--- config.mk ---
export PLATFORM = sky130hd
export DESIGN_NAME = ls_exec_unit
export DESIGN_NICKNAME = d
export VERILOG_FILES = /design/src/rtl/ls_exec_unit.sv
export SDC_FILE = /design/constraint.sdc
export NUM_CORES = 1
export LEC_CHECK = 0
export CORE_ASPECT_RATIO = 1.75
export CORE_MARGIN = 8
export CORE_UTILIZATION = 40
export CTS_CLUSTER_SIZE = 40
export DETAILED_ROUTE_END_ITERATION = 12
export DONT_BUFFER_PORTS = 1
export MAX_ROUTING_LAYER = met4
export PLACE_DENSITY_LB_ADDON = 0.12
export SLEW_MARGIN = 40
export SYNTH_ARGS = -nofsm -noshare
export SYNTH_HDL_FRONTEND = slang
export SYNTH_SLANG_ARGS = --single-unit
--- constraint.sdc ---
create_clock -name clk -period 6.3 [get_ports clk]
set_clock_uncertainty 0.1 [all_clocks]
set_input_delay 1.26 -clock clk [delete_from_list [all_inputs] [get_ports clk]]
set_output_delay 1.26 -clock clk [all_outputs]
set_load 0.01 [all_outputs]
--- src/rtl/ls_exec_unit.sv ---
// rtl/ls_exec_unit.sv - load/store execution unit: address generation, data-memory req/ack, CDB completion
module ls_exec_unit #(
    parameter int DW   = 32,
    parameter int PRW  = 6,
    parameter int ROBW = 4
) (
    input  logic            clk,
    input  logic            rst,
    input  logic            issue,
    input  logic [ROBW-1:0] rob_num_in,
    input  logic [PRW-1:0]  p_rd_in,
    input  logic [DW-1:0]   rs_data,
    input  logic [DW-1:0]   rt_data,
    input  logic [15:0]     immed,
    input  logic            mem_ren_in,
    input  logic            mem_wen_in,
    input  logic            recover,
    input  logic [ROBW-1:0] rob_num_rec,
    output logic [DW-1:0]   mem_addr,
    output logic [DW-1:0]   mem_wdata,
    output logic            mem_rd,
    output logic            mem_wr,
    input  logic [DW-1:0]   mem_rdata,
    input  logic            mem_ack,
    input  logic            cdb_grant,
    output logic            complete,
    output logic [PRW-1:0]  p_rd_compl,
    output logic            RegDest_compl,
    output logic [DW-1:0]   wb_data,
    output logic [ROBW-1:0] rob_num_compl,
    output logic            ls_busy
);

    typedef enum logic [1:0] {
        IDLE = 2'd0,
        AGEN = 2'd1,
        MEM  = 2'd2,
        WB   = 2'd3
    } state_t;

    state_t          r_state;
    state_t          w_state_nxt;
    logic            w_accept;
    logic            w_flush;

    logic [ROBW-1:0] r_rob;
    logic [PRW-1:0]  r_prd;
    logic [DW-1:0]   r_rs;
    logic [DW-1:0]   r_rt;
    logic [15:0]     r_imm;
    logic            r_isld;
    logic            r_isst;
    logic [DW-1:0]   r_addr;
    logic [DW-1:0]   r_wdata;
    logic [DW-1:0]   r_rdata;
    logic            r_killed;

    assign w_accept = (r_state == IDLE) && issue && !recover && (mem_ren_in || mem_wen_in);
    assign w_flush  = recover && (r_rob == rob_num_rec) && (r_state != IDLE);

    always_ff @(posedge clk or negedge rst) begin
        if (!rst) begin
            r_state <= IDLE;
        end else begin
            r_state <= w_state_nxt;
        end
    end

    always_comb begin
        w_state_nxt = r_state;
        case (r_state)
            IDLE: if (w_accept) w_state_nxt = AGEN;
            AGEN: w_state_nxt = w_flush ? IDLE : MEM;
            // An outstanding bus request is never abandoned; a kill only suppresses the broadcast.
            MEM:  if (mem_ack) w_state_nxt = (r_killed || w_flush) ? IDLE : WB;
            WB:   if (w_flush || cdb_grant) w_state_nxt = IDLE;
            default: w_state_nxt = IDLE;
        endcase
    end

    always_ff @(posedge clk or negedge rst) begin
        if (!rst) begin
            r_rob    <= '0;
            r_prd    <= '0;
            r_rs     <= '0;
            r_rt     <= '0;
            r_imm    <= '0;
            r_isld   <= 1'b0;
            r_isst   <= 1'b0;
            r_addr   <= '0;
            r_wdata  <= '0;
            r_rdata  <= '0;
            r_killed <= 1'b0;
        end else begin
            if (w_accept) begin
                r_rob  <= rob_num_in;
                r_prd  <= p_rd_in;
                r_rs   <= rs_data;
                r_rt   <= rt_data;
                r_imm  <= immed;
                r_isld <= mem_ren_in;
                r_isst <= mem_wen_in;
            end
            if (r_state == AGEN) begin
                r_addr  <= r_rs + {{(DW-16){r_imm[15]}}, r_imm};
                r_wdata <= r_rt;
            end
            if ((r_state == MEM) && mem_ack && r_isld) begin
                r_rdata <= mem_rdata;
            end
            if (w_state_nxt == IDLE) begin
                r_killed <= 1'b0;
            end else if ((r_state == MEM) && w_flush) begin
                r_killed <= 1'b1;
            end
        end
    end

    assign mem_addr      = r_addr;
    assign mem_wdata     = r_wdata;
    assign mem_rd        = (r_state == MEM) && r_isld;
    assign mem_wr        = (r_state == MEM) && r_isst;
    assign complete      = (r_state == WB);
    assign p_rd_compl    = r_prd;
    assign RegDest_compl = r_isld;
    assign wb_data       = r_isld ? r_rdata : '0;
    assign rob_num_compl = r_rob;
    assign ls_busy       = (r_state != IDLE);

endmodule

======== Word-level counts from Yosys, hierarchy flattened ========
Index checks and enable logic that the tools add are counted.
word-level totals
  bits of input ports ..................... 134
  output and inout port bits .............. 111
  logic and storage cells ................. 44
  flip-flop bits (word level) ............. 191
cells by class
  multiplexer cells ....................... 9
  eq/ne operators ......................... 4
  reductions and logical operators ........ 18
  add/subtract/negate cells ............... 1
operators with widths
  operator                                                          count
  32-bit adder                                                      1
  32-bit two-way mux                                                1
  1-bit logical AND                                                 10
  2-bit two-way mux                                                 5
  2-bit case mux with 4 select lines                                1
  2-bit == test (second input constant)                             2
  4-bit == test                                                     1
  2-bit zero test                                                   2
  2-bit nonzero test                                                2
  1-bit logical OR                                                  3
  2-bit by 1-bit == test with 1-bit output (second input constant)  1
  1-bit two-way mux                                                 2
  1-bit zero test                                                   1

======== Longest topological paths before layout ========
  word-level depth ........................ 9
  depth in mapped cells ................... 9
  depth with buffers taken out ............ 9

======== Worst setup path after synthesis ========
Ideal clock, no wire load.
  path type ............................... input-to-reg
  start point ............................. input mem_wen_in
  end point ............................... register r_prd[0] (netlist: p_rd_compl[0])
  cell stages on the path ................. 5
  buffers on the path ..................... 2
  path slack .............................. 3.726 ns
  arrival ................................. 2.349 ns
  required time ........................... 6.075 ns
  setup time .............................. 0.125 ns
  cells stage by stage .................... nor2_1 nor4b_2 buf_2 buf_2 mux2_2
between the ends
  word-level cells in the longest chain between the ends .. 2
ends and longest elaborated chain
  what                    line  source
  start: declaration      16    input logic mem_wen_in,
  1-bit logical OR        58    assign w_accept = (r_state == IDLE) && issue && !recover && (mem_ren_in || mem_wen_in);
  1-bit logical AND       58
  end signal: assignment  97    r_prd <= p_rd_in;
  end: declaration        47    logic [PRW-1:0] r_prd;
No other way between the ends.
A chain may end at the register's enable or synchronous reset.

======== Worst setup path after layout ========
  start point ............................. register r_imm[15]
  end point ............................... register r_addr[29] (netlist: mem_addr[29])
between the ends
  word-level cells in the longest chain between the ends .. 1
ends and longest elaborated chain
  what                      line  source
  start: declaration        50    logic [15:0] r_imm;
  start signal: assignment  100   r_imm <= immed;
  32-bit adder              105   r_addr <= r_rs + {{(DW-16){r_imm[15]}}, r_imm};
  end signal: assignment    105
  end: declaration          53    logic [DW-1:0] r_addr;
No other way between the ends.

==> summary.txt <==
Timing
  • Hold Violations, Final: 0
  • Max Slew Vio Count: 0
  • Relative slew margins: 48.2%
  • Achievable frequency: 0.329 GHz
  • Shortest period the worst path allows: 3040 ps
  • Setup repair after global routing missed its margin: false
  • Worst Slack Setup Final: 3260 ps
  • Measured slew at the worst slew-check pin: 778 ps
  • Total Neg Setup Slack: 0 ps
  • Total setup violations reported at the end of the flow: 0
  • Final critical-path share of the clock period: 48.3%

Layout
  • Post-layout net count: 982
  • Number of standard cells in the final layout excluding fillers: 1,138
  • Share of layout cells above drive strength 1: 21.1%
  • Summed area of non-filler cells in the final layout: 10,100 µm²
  • Syn-to-layout area delta: 10.2%

Critical path
  • Data required, critical path: 6500 ps
  • Critical Path AT: 3240 ps
  • Reg2reg start: r_imm[15]
  • Largest driver fanout on the critical path: 18
  • Worst R2R Setup Slack: 3260 ps
  • Startpoint type of the worst setup path: register
  • Path depth of the worst reg2reg path: 8
  • Destination of the worst register-to-register timing path: mem_addr[29]
  • Critical path type: register to register
  • Critical Path Sink Type: register

Pwr
  • Sequential share of power: 38.0%
  • Leakage power figure: 4.50 nW
  • Switching part of the total: 41.6%
  • Portion of total power attributed to the clock network: 18.2%
  • Cell area power density: 627 nW/µm²
  • Worst ir drop on vdd: 0.000278 V
  • Comb power frac: 43.9%
  • Internal cell power: 3.68 mW
  • NetSw: 2.62 mW

Synthesis
  • Synth unique cells: 56
  • Register bit count reported by yosys: 191
  • Leading post-synthesis cells by instance count: 191 x dfrtp_1, 160 x nand2_1, 124 x mux2_2, 47 x o21ai_0, 39 x and2_1
  • Number of instances in the synthesized netlist: 830
  • Leading post-synthesis cells by cell area: dfrtp_1 52%, mux2_2 15%, nand2_1 6.6%
  • Sequential-to-total area share from yosys stat: 52.3%
  • Most common cell in the synthesized netlist: dfrtp_1
  • Share of Yosys cell area claimed by the top area cell type: 52.3%
  • Syn_nets: 996
  • Dominant cell type by area after synthesis: dfrtp_1
  • Yosys warning count: 0
  • Mean instance size in the synthesized netlist: 11.0 µm²
  • Most common flop cell mapped by yosys: dfrtp_1
  • Netlist Area Pre-Place: 9130 µm²
  • Number of flops mapped to enable cells by yosys: 0
  • Async SR Flop Fraction: 100%

Global routing
  • Vias in the first global route: 6,497
  • Total overflow reported by the global router: 0
  • Largest net degree at the start of global routing: 192
  • Number of antenna violations at the first check in global routing: 7
  • First-pass GRT wire length: 38,000 µm
  • Overall routing resource usage: 18.4%

Placed design
  • Total placed instance area: 9410 µm²
  • Worst slack after detailed placement: 3270 ps
  • Final weighted congestion of routability-driven global placement: 0.873
  • I/O Buffers: 0
  • HPWL after detailed placement: 18,500 µm
  • Cell count after placement: 1,097

Floorplan
  • IO Pins: 245
  • Core Rows: 73
  • Height of the die: 216 µm
  • Placeable core region: 22,600 µm²
  • Initial Utilization: 40.5%
  • Area enclosed by the die boundary: 28,100 µm²
  • Die boundary width: 130 µm

Routing
  • Drt first pass iters: 5
  • Total length of routed wires: 24,500 µm
  • Drt first-iter violations: 429
  • Average wire per standard cell: 21.5 µm
  • Vias after detailed routing: 6,095
  • Post-route ant nets: 0
  • Remaining DRCs: 0
  • Vias per inst: 5.36

CTS
  • TritonCTS clock tree: done
  • CTS clock-pin slew for the worst setup and hold paths: 70 ps
  • Max Root-Sink Buffers: 2
  • CTS HTree Levels: 4
  • CTS resizes: 0
  • Total clock sinks: 191
  • CTS root buf: clkbuf_16
  • Cts bufs inserted: 17
  • Hold Buf Count CTS: 0
  • Clock latency on the worst-skew pair: 440 ps
  • # Post-CTS Setup Buffers: 0

Min path
  • Worst min-delay path class: register to register
  • Count of cells along the worst hold path: 2
  • Terminating pin of the worst hold path: mem_wdata[8]
  • Source of the worst hold timing path: r_rt[8]

Run status
  • Run status: completed

Run
  • Max capacitance violation total: 0
[worst max path at each step]
stage	start	depth (start not counted)	end	slack [ps]
after floorplan	mem_wen_in	5	p_rd_compl[0]	3730
after detailed placement	r_imm[15]	8	mem_addr[29]	3270
final	r_imm[15]	8	mem_addr[29]	3260
after global placement	r_imm[15]	8	mem_addr[29]	3290
after CTS	r_imm[15]	8	mem_addr[29]	3270
after global routing	r_imm[15]	8	mem_addr[29]	3130
[metal layers]
metal	track usage, %	routed length [µm]	up-vias
met5	-	0	-
met4	6.93	533	0
met3	6.35	1770	32
met2	32.2	13600	168
met1	18.2	8600	3031
li1	-	-	2864
[placed cells by master, fill, tap and decap left out, drive strengths merged, types with 8 or more instances in the layout]
master    n
mux2    124
and2     39
dfrtp   191
nand3    11
o21ai    50
xor2     17
nor2     22
a21oi    34
clkbuf   19
a31oi     8
diode     9
xnor2    12
a21o     11
inv      12
ha       31
nand2   160
[sequential cells by signal (all words and copies together) (netlist names), 2 cells and up]
register	cells
mem_wdata	32
r_state	2
r_rdata	32
mem_addr	32
rob_num_compl	4
p_rd_compl	6
r_rt	32
r_rs	32
r_imm	16
[cell families after synthesis]
| kind of cell | Yosys count | synth area share (%) |
|---|---|---|
| adder cells (fa/ha/maj) | 32 | 4.47 |
| buffers and inverters | 45 | 2.06 |
| AO/OA/AOI/OAI | 138 | 9.36 |
| XOR/XNOR | 29 | 2.78 |
| flip-flops | 191 | 52.3 |
| AND/OR/NAND/NOR | 270 | 13.6 |
| multiplexers | 125 | 15.4 |
[cell type report]
type	instances	area [µm²]
Antenna cell	9	22.5
Clock buffer	19	453
Clock inverter	13	175
Fill cell	2162	12500
Inverter	7	26.3
Multi-Input combinational cell	594	4190
Sequential cell	191	4780
Tap cell	300	375
Timing Repair Buffer	5	37.5
[worst max-delay path, cell delays in order (launching register included)]
cell and delay [ps]:
dfrtp_1 780, ha_1 460, a21o_1 250, a21oi_1 290
o21ai_0 160, a21o_1 170, a211oi_1 410, xor2_1 180
o21ai_0 90
[power groups by stage]
| stage | registers (mW) | logic (mW) | clock network (mW) |
|---|---|---|---|
| finish | 2.39 | 2.76 | 1.15 |
| CTS | 2.42 | 2.78 | 1.19 |
| global route | 2.49 | 3.08 | 1.22 |
| global placement | 2.41 | 2.72 | 0 |
| floorplan | 2.22 | 2.20 | 0 |
| detailed placement | 2.43 | 2.77 | 0 |
[per-stage QoR]
| stage | utilization (%) | power, mW | hold slack, ps |
|---|---|---|---|
| after floorplan | - | 4.42 | 335 |
| after global placement | 41.7 | 5.13 | 344 |
| after detailed placement | 41.7 | 5.20 | 350 |
| after CTS | 44.5 | 6.38 | 368 |
| after global routing | 44.6 | 6.79 | 383 |
| final | 44.6 | 6.30 | 363 |
Power figures use the tool's default switching activity.
